**src/rtl/mdu_pkg.sv**
```systemverilog
// mdu_pkg: shared definitions for the sequential multiply/divide unit.
//   W      operand width
//   STEPS  radix-2 iterations per multiply/divide
//   mdop_e operation encodings presented on mdop
//   state_e FSM state encoding
//   mag()  two's-complement magnitude helper
package mdu_pkg;

  localparam int W     = 32;
  localparam int STEPS = 32;

  typedef enum logic [2:0] {
    OP_MULT  = 3'd0,
    OP_MULTU = 3'd1,
    OP_DIV   = 3'd2,
    OP_DIVU  = 3'd3,
    OP_MTHI  = 3'd4,
    OP_MTLO  = 3'd5
  } mdop_e;

  typedef enum logic [1:0] {
    IDLE = 2'd0,
    CALC = 2'd1,
    FIX  = 2'd2
  } state_e;

  function automatic logic [W-1:0] mag(input logic neg, input logic [W-1:0] x);
    return neg ? -x : x;
  endfunction

endpackage

```
**src/rtl/mdu_step.sv**
```systemverilog
// mdu_step: one combinational radix-2 iteration shared by multiply and divide.
//   is_div   1 = restoring-divide step, 0 = shift-add multiply step
//   acc      64-bit working register
//              multiply: {partial product high, multiplier bits not yet consumed}
//              divide:   {partial remainder, dividend/quotient bits}
//   m        multiplicand (multiply) or divisor (divide) magnitude
//   acc_nxt  working register after this step
module mdu_step
  import mdu_pkg::*;
(
  input  logic           is_div,
  input  logic [2*W-1:0] acc,
  input  logic [W-1:0]   m,
  output logic [2*W-1:0] acc_nxt
);

  logic [W:0]   sum;
  logic [W:0]   rem_sh;
  logic         ge;
  logic [W-1:0] dif;

  always_comb begin
    // Multiply: add m when the multiplier LSB is set, then shift right with carry.
    sum    = {1'b0, acc[2*W-1:W]} + {1'b0, (acc[0] ? m : '0)};
    // Divide: shifted remainder is 33 bits; once it is >= m the true
    // difference is < 2^32, so a 32-bit subtract is exact.
    rem_sh = acc[2*W-1:W-1];
    ge     = (rem_sh >= {1'b0, m});
    dif    = rem_sh[W-1:0] - m;
    if (!is_div)
      acc_nxt = {sum, acc[W-1:1]};
    else if (ge)
      acc_nxt = {dif, acc[W-2:0], 1'b1};
    else
      acc_nxt = {acc[2*W-2:0], 1'b0};
  end

endmodule

```
**src/rtl/mdu_seq.sv**
```systemverilog
// mdu_seq: iterative MIPS-style HI/LO multiply/divide unit.
//   CLK, RST        clock, async active-high reset
//   start, mdop     issue request and operation code (mdu_pkg::mdop_e)
//   opA, opB        rs / rt operands
//   rd_req          MFHI/MFLO in EX this cycle
//   busy            multi-cycle operation in flight
//   stall           pipeline hold = busy & (rd_req | start)
//   done            one-cycle pulse after HI/LO updated by a mult/div
//   HI, LO          result registers
//
// state | meaning
// IDLE  | accepts start; MTHI/MTLO write here directly
// CALC  | one setup cycle (operand magnitudes) then 32 radix-2 steps
// FIX   | sign correction and HI/LO write; also the divide-by-zero write
module mdu_seq
  import mdu_pkg::*;
#(
  parameter logic [31:0] DIV0_LO = 32'hFFFFFFFF
) (
  input  logic          CLK,
  input  logic          RST,
  input  logic          start,
  input  logic [2:0]    mdop,
  input  logic [W-1:0]  opA,
  input  logic [W-1:0]  opB,
  input  logic          rd_req,
  output logic          busy,
  output logic          stall,
  output logic          done,
  output logic [W-1:0]  HI,
  output logic [W-1:0]  LO
);

  // Counter runs down from STEPS+1; the extra top count is the setup cycle
  // that converts the latched operands to magnitudes.
  localparam logic [5:0] SETUP_CNT = 6'(STEPS + 1);

  state_e         state;
  logic [5:0]     cnt;
  logic [W-1:0]   opa_q, opb_q, m_q;
  logic           sa_q, sb_q, is_div_q, div0_q;
  logic [2*W-1:0] acc, acc_nxt, prod_fix;
  logic [W-1:0]   quo_fix, rem_fix;
  logic           is_div_in, signed_in;

  assign is_div_in = (mdop == OP_DIV) || (mdop == OP_DIVU);
  assign signed_in = (mdop == OP_MULT) || (mdop == OP_DIV);
  assign stall     = busy & (rd_req | start);

  assign prod_fix = (sa_q ^ sb_q) ? -acc : acc;
  assign quo_fix  = (sa_q ^ sb_q) ? -acc[W-1:0] : acc[W-1:0];
  assign rem_fix  = sa_q ? -acc[2*W-1:W] : acc[2*W-1:W];

  mdu_step u_step (
    .is_div  (is_div_q),
    .acc     (acc),
    .m       (m_q),
    .acc_nxt (acc_nxt)
  );

  always_ff @(posedge CLK or posedge RST) begin
    if (RST) begin
      state    <= IDLE;
      cnt      <= '0;
      opa_q    <= '0;
      opb_q    <= '0;
      m_q      <= '0;
      sa_q     <= 1'b0;
      sb_q     <= 1'b0;
      is_div_q <= 1'b0;
      div0_q   <= 1'b0;
      acc      <= '0;
      busy     <= 1'b0;
      done     <= 1'b0;
      HI       <= '0;
      LO       <= '0;
    end else begin
      done <= 1'b0;
      case (state)
        IDLE: begin
          if (start) begin
            case (mdop)
              OP_MTHI: HI <= opA;
              OP_MTLO: LO <= opA;
              OP_MULT, OP_MULTU, OP_DIV, OP_DIVU: begin
                opa_q    <= opA;
                opb_q    <= opB;
                sa_q     <= signed_in & opA[W-1];
                sb_q     <= signed_in & opB[W-1];
                is_div_q <= is_div_in;
                if (is_div_in && (opB == '0)) begin
                  // Divide by zero goes straight to FIX without raising busy.
                  div0_q <= 1'b1;
                  state  <= FIX;
                end else begin
                  div0_q <= 1'b0;
                  busy   <= 1'b1;
                  cnt    <= SETUP_CNT;
                  state  <= CALC;
                end
              end
              default: ;
            endcase
          end
        end
        CALC: begin
          cnt <= cnt - 6'd1;
          if (cnt == SETUP_CNT) begin
            acc <= {{W{1'b0}}, (is_div_q ? mag(sa_q, opa_q) : mag(sb_q, opb_q))};
            m_q <= is_div_q ? mag(sb_q, opb_q) : mag(sa_q, opa_q);
          end else begin
            acc <= acc_nxt;
          end
          if (cnt == 6'd1)
            state <= FIX;
        end
        FIX: begin
          state <= IDLE;
          busy  <= 1'b0;
          done  <= 1'b1;
          if (div0_q) begin
            HI <= opa_q;
            LO <= DIV0_LO;
          end else if (is_div_q) begin
            HI <= rem_fix;
            LO <= quo_fix;
          end else begin
            {HI, LO} <= prod_fix;
          end
        end
        default: state <= IDLE;
      endcase
    end
  end

endmodule

```
**config.mk**
```make
export PLATFORM = sky130hd
export DESIGN_NAME = mdu_seq
export DESIGN_NICKNAME = d
export VERILOG_FILES = /design/src/rtl/mdu_pkg.sv /design/src/rtl/mdu_step.sv /design/src/rtl/mdu_seq.sv
export SDC_FILE = /design/constraint.sdc
export NUM_CORES = 1
export LEC_CHECK = 0
export BUFFER_PORTS_ARGS = -buffer_cell sky130_fd_sc_hd__buf_4
export CAP_MARGIN = 20
export CORE_AREA = 8 8 185 222
export DETAILED_ROUTE_END_ITERATION = 8
export DIE_AREA = 0 0 193 230
export PLACE_DENSITY_LB_ADDON = 0.3
export SYNTH_ARGS = -nofsm -noshare
export SYNTH_HDL_FRONTEND = slang
export SYNTH_HIERARCHICAL = 1
export SYNTH_SLANG_ARGS = --single-unit
export TNS_END_PERCENT = 1
```
**constraint.sdc**
```tcl
create_clock -name CLK -period 13.3 [get_ports CLK]
set_input_delay 0.665 -clock CLK [delete_from_list [all_inputs] [get_ports CLK]]
set_output_delay 0.665 -clock CLK [all_outputs]
set_load 0.02 [all_outputs]
```
# Yosys cells after proc, flatten, opt, wreduce, memory -nomap -nowiden
# Cells that the tools add are included.
dict set report totals {
  out_inout_bits 67
  reg_bits 238
}
dict set report classes {
  mux 36
  bitwise_logic 5
  n_eq_ne 15
  n_addsub 8
  order_cmp 1
  n_reduce_logical 16
}
# op count
set op_table {}
lappend op_table {{$mux 32} 15}
lappend op_table {{$mux 64} 4}
lappend op_table {{$neg 32->32} 4}
lappend op_table {{$pmux 32 s2} 2}
lappend op_table {{$neg 64->64} 1}
lappend op_table {{$add 32x32->33} 1}
lappend op_table {{$ge 33x32->1} 1}
lappend op_table {{$logic_not 32->1} 1}
lappend op_table {{$sub 32x32->32} 1}
lappend op_table {{$mux 6} 3}
lappend op_table {{$pmux 6 s2} 1}
lappend op_table {{$reduce_and 3->1} 4}
lappend op_table {{$mux 2} 4}
lappend op_table {{$reduce_and 4->1} 2}
lappend op_table {{$eq 3x2->1 const B} 2}
lappend op_table {{$eq 3x3->1 const B} 2}
lappend op_table {{$eq 6x1->1 const B} 1}
lappend op_table {{$eq 6x6->1 const B} 1}
lappend op_table {{$ne 2x1->1 const B} 3}
lappend op_table {{$ne 2x2->1 const B} 3}
lappend op_table {{$sub 6x1->6 const B} 1}
lappend op_table {{$mux 1} 5}
lappend op_table {{$pmux 2 s2} 1}
lappend op_table {{$reduce_bool 2->1} 2}
lappend op_table {{13 further kinds} 16}

# Longest topological paths before layout
dict set report logic_depth {
  word_depth 7
  depth_mapped 15
}

# Modules after synthesis
# Netlist, hierarchy kept.
# mod n_inst area_per_inst_um2 seq_area_each_um2 cells_per_inst
set modules_own_cells {}
lappend modules_own_cells {mdu_seq 1 13792.0 5955.7 1681}
lappend modules_own_cells {mdu_step 1 4698.3 0.0 671}

# Worst setup path after synthesis
# Ideal clock, no wire load.
dict set report synth_path {
  path_type {reg2reg}
  startpoint {reg acc[0]}
  endpoint {reg acc[59]}
  arrival_time_ns 3.365
  required_time_ns 13.183
  slack_ns 9.818
  path_buffers 1
  stages_incl_launch_ff 16
  path_cell_list {dfrtp_1 clkbuf_1 and2_1 ha_1 fa_1 a21o_1 a211oi_2 and4bb_1 o211ai_2 a211oi_2 o211ai_2 or4b_1 and4_1 a221o_1 nand3_1 nand2_1}
}
dict set report synth_via {
  elab_chain_cells 4
}
# item line
set synth_lines {}
lappend synth_lines {{start, declared} mdu_seq.sv:42} ;# logic [2*W-1:0] acc, acc_nxt, prod_fix;
lappend synth_lines {{start signal, assigned} mdu_seq.sv:109} ;# acc <= {{W{1'b0}}, (is_div_q ? mag(sa_q, opa_q) : mag(sb_q, opb_q))};
lappend synth_lines {{start signal, assigned} mdu_seq.sv:112} ;# acc <= acc_nxt;
lappend synth_lines {{$mux 32} mdu_step.sv:24} ;# sum = {1'b0, acc[2*W-1:W]} + {1'b0, (acc[0] ? m : '0)};
lappend synth_lines {{$add 32x32->33} mdu_step.sv:24}
lappend synth_lines {{$mux 64} mdu_step.sv:30} ;# if (!is_div)
lappend synth_lines {{named net acc_nxt[59]} mdu_seq.sv:42}
lappend synth_lines {{$mux 64} mdu_seq.sv:108} ;# if (cnt == SETUP_CNT) begin
# The timed path passes the listed nets, and every way through them passes these cells.
# A chain may end at the register's enable or synchronous reset.

# Worst setup path after layout
dict set report layout_path {
  startpoint {reg acc[36]}
  endpoint {reg acc[47]}
}
dict set report layout_via {
  elab_chain_cells 4
  word_cells_on_any_way 6
  cone_classes {2 x add/sub; 1 x order compare; 3 x mux}
}
# item line
set layout_lines {}
lappend layout_lines {{$sub 32x32->32 or $ge 33x32->1 (tied branches)} {mdu_step.sv:29, mdu_step.sv:28}}
lappend layout_lines {{$mux 64} mdu_step.sv:32} ;# else if (ge)
lappend layout_lines {{$mux 64 *} mdu_step.sv:30}
lappend layout_lines {{named net acc_nxt[47]} mdu_seq.sv:42}
lappend layout_lines {{$mux 64 *} mdu_seq.sv:108}
# Mark *: on every way through the listed nets, which the timed path passes. The rest lies on a longest branch.

==> summary.txt <==
Outcome
  • Outcome: completed

Logic synthesis
  • Syn Inst Count: ~2,400
  • Most frequent cell after synthesis: nand2_1
  • Synth top cells by count: 429 x nand2_1, 238 x dfrtp_1, 168 x o21ai_0
  • Post-synth top area share: between 30% and 40%
  • Post-synth EDFFs: 0
  • Post-synth ARST share: 100.0%
  • Seq cells post-synth: 238
  • Register area share after synthesis: between 30% and 40%
  • Warnings, synthesis: 6
  • Syn_nets: approximately 2,500
  • Mapped cell area: 0.01849 sq mm
  • Area leader, netlist: dfrtp_1
  • Unique masters post-synth: between 80 and 90
  • Mean Syn Cell Area: a little under 8 sq um
  • Top FF cell, synth: dfrtp_1
  • Synth top area cells: dfrtp_1 32%, nand2_1 8.7%, ha_1 4.7%

Finish
  • Antenna fix cells: 0
  • Final Cell Area: 0.02071 sq mm
  • Area Growth Syn to Fin: 12.02%
  • Final cell count without fillers: ~2,900
  • Final-stage net count: 2,545
  • Fraction of layout cells with a size suffix above 1: between 10% and 20%

Clock tree
  • Num CTS Buffers: 26
  • Clock Path Buffers: 3
  • Post-CTS setup buffers: 0
  • Clk pin slew, worst setup/hold paths: 0.07 ns
  • Clock latency on the worst-skew pair: 0.55 ns
  • H-Tree Depth: 1
  • CTS tree: done
  • Hold_buf cts: 0
  • Clock root buffer: clkbuf_16
  • Clock sink count: 238
  • # resized after CTS: 0

Route
  • DRC: 0
  • Final WL: 69.26 mm
  • DRT Pass-1 Iters: 6
  • DRT antenna net count: 0
  • Initial DRC Count: around 2,000
  • Mean number of vias per cell: 6.479
  • Via count: 18,800
  • Routed wire per std cell: ~24 microns

STA
  • Clock skew: 0.01161 ns
  • Post-layout min period: approximately 4 ns
  • Slew HR: 29.90%
  • RSZ-0062 raised after global routing: no
  • Pins over their slew limit: 0
  • Hold Vio Cnt, Final: 0
  • Fin Setup TNS: 0 ns
  • Slew @ Worst Pin: 1.048 ns
  • Setup violators final: 0
  • Final worst path period share: 30.94%
  • Fmax: roughly 240 MHz

Worst hold path
  • Worst Hold Class: in2async

Worst setup path
  • Critical path class: reg2reg
  • Startpoint types: flop
  • Reg2Reg Setup Slack: 9.19 ns
  • Worst-path cell chain: ha_1, o21ai_0, a21oi_1, o31ai_1, o21a_1, o21ai_1, nand3_1, nand2_1, buf_4, mux2i_1, mux2i_1, nand3_1, nand2_1
  • Crit. End Element: flop
  • Slowest Stage Delay on Critical Path: 0.54 ns
  • Worst reg2reg endpoint: acc[47]
  • Critical path's top delay family: compound AO/OA/AOI/OAI gates
  • CP max stage cell: dfrtp_1
  • FF-to-FF Start: acc[36]
  • Worst EP required: 13.73 ns
  • Arrival time worst endpoint: around 4.6 ns
  • Critical Path Fanout Max: 13
  • R2R depth: 13
  • Stages on the worst setup path: 13
  • WP buf/inv: 1

Power and ir drop
  • Worst vdd ir: 0.1627 mV
  • Pwr dens: 329.1 mW/mm^2
  • Leak pwr: 9.291 nW
  • Power Total: 6.816 mW

GRT
  • Vias in the first global route: about 18,000
  • All-layer global routing usage: 30.67%
  • Global route total overflow: 0
  • Initial antenna violation count: 0
  • Largest net degree at the start of global routing: roughly 90
  • First-pass GRT wire length: 106.5 mm

Placed design
  • Final HPWL DP: 52.16 mm
  • Post-placement cell count: roughly 2,900
  • Gpl congestion: 0.9611
  • Placed Area: 0.01981 sq mm
  • IO Port Bufs: 137

Floorplanning
  • Number of top-level pins: around 140
  • Die footprint: 0.04439 sq mm
  • Initial Util: approximately 50%
  • DIE WIDTH: slightly below 200 microns
  • Row count: 78
  • Die height: 230 microns
  • Core area: 0.03748 sq mm

Job
  • Max cap viols: 0
==> registers in the layout, indices dropped and copies added, names as in the netlist <==
| name | cells |
|---|---|
| cnt | 6 |
| acc | 64 |
| is_div_q | 1 |
| div0_q | 1 |
| busy | 1 |
| sa_q | 1 |
| HI | 32 |
| LO | 32 |
| done | 1 |
| m_q | 32 |
| sb_q | 1 |
| state | 2 |
| opb_q | 32 |
| opa_q | 32 |
==> layer usage <==
layer | up-vias | share of wire [%] | wire (microns) | track usage, %
met3 | 202 | 8.4 | 5850 | 4.997
li1 | 8552 | - | - | -
met2 | 980 | 46 | 32130 | 49.64
met5 | - | 0 | 0 | 0
met1 | 9067 | 39 | 27020 | 38.74
met4 | 0 | 6.1 | 4256 | 16.13
==> cells in the final DEF (no fill, tap or decap), drive strengths merged, types with 10 or more instances in the layout <==
cell	instances
or2	10
nor3	40
dfrtp	238
o41ai	15
clkbuf	38
a31oi	21
nand4	18
a221oi	17
mux2	34
ha	70
o21a	17
nand3	69
and3	19
nand2	429
a21o	42
mux2i	34
nor2	163
or3	33
xor2	77
a211oi	29
a221o	13
and2	42
o22ai	47
o221ai	13
xnor2	91
o31ai	28
nor4	43
o21ai	173
inv	72
a21oi	156
or4	17
o211ai	18
buf	164
nand2b	16
==> final cells by class <==
class	count	area, sq um
fill	3549	16760
tap	480	600.6
timing repair buffer	164	1231
multi-input combinational	1901	11740
clock buffer	38	767.0
sequential	238	5959
inverter	71	274.0
clock inverter	10	138.9
==> power by group <==
| part | total (mW) | leakage (nW) | internal [mW] | switching, mW |
|---|---|---|---|---|
| Combinational | 4.32 | 5.90 | 1.68 | 2.64 |
| Sequential | 1.72 | 2.94 | 1.08 | 0.638 |
| Clock | 0.777 | 0.443 | 0.459 | 0.318 |
==> kinds of logic (layout without fill, tap and decap cells) <==
| group | after synthesis | in the layout | share of synthesized area (%) |
|---|---|---|---|
| DFF | 238 | 238 | 32.21 |
| muxes | 68 | 68 | 3.911 |
| adders and majority gates | 72 | 72 | 4.953 |
| and+or+nand+nor | 944 | 944 | 23.96 |
| buffers and inverters | 213 | 283 | 4.466 |
| xor gates and xnor gates | 168 | 168 | 7.958 |
| AOI/OAI and AO/OA | 649 | 649 | 22.54 |
==> worst max path at each step <==
stage | startpoint | to | slack, ns
2_1_floorplan | RST | HI[0] | 6.10
5_1_grt | acc[36] | acc[46] | 9.01
4_1_cts | acc[36] | acc[47] | 9.33
3_3_place_gp | acc[0] | acc[62] | 9.43
3_5_place_dp | acc[36] | acc[47] | 9.35
6_report | acc[36] | acc[47] | 9.19
==> stage by stage <==
step	hold WS (ns)	setup WS (ns)	utilization, %
after floorplan	0.4531	6.104	-
after detailed placement	0.4756	9.347	52.85
final	0.1814	9.185	55.27
after global routing	0.2410	9.006	55.27
after global placement	0.4718	9.434	52.83
after CTS	0.2357	9.331	55.27
Power figures use the tool's default switching activity.
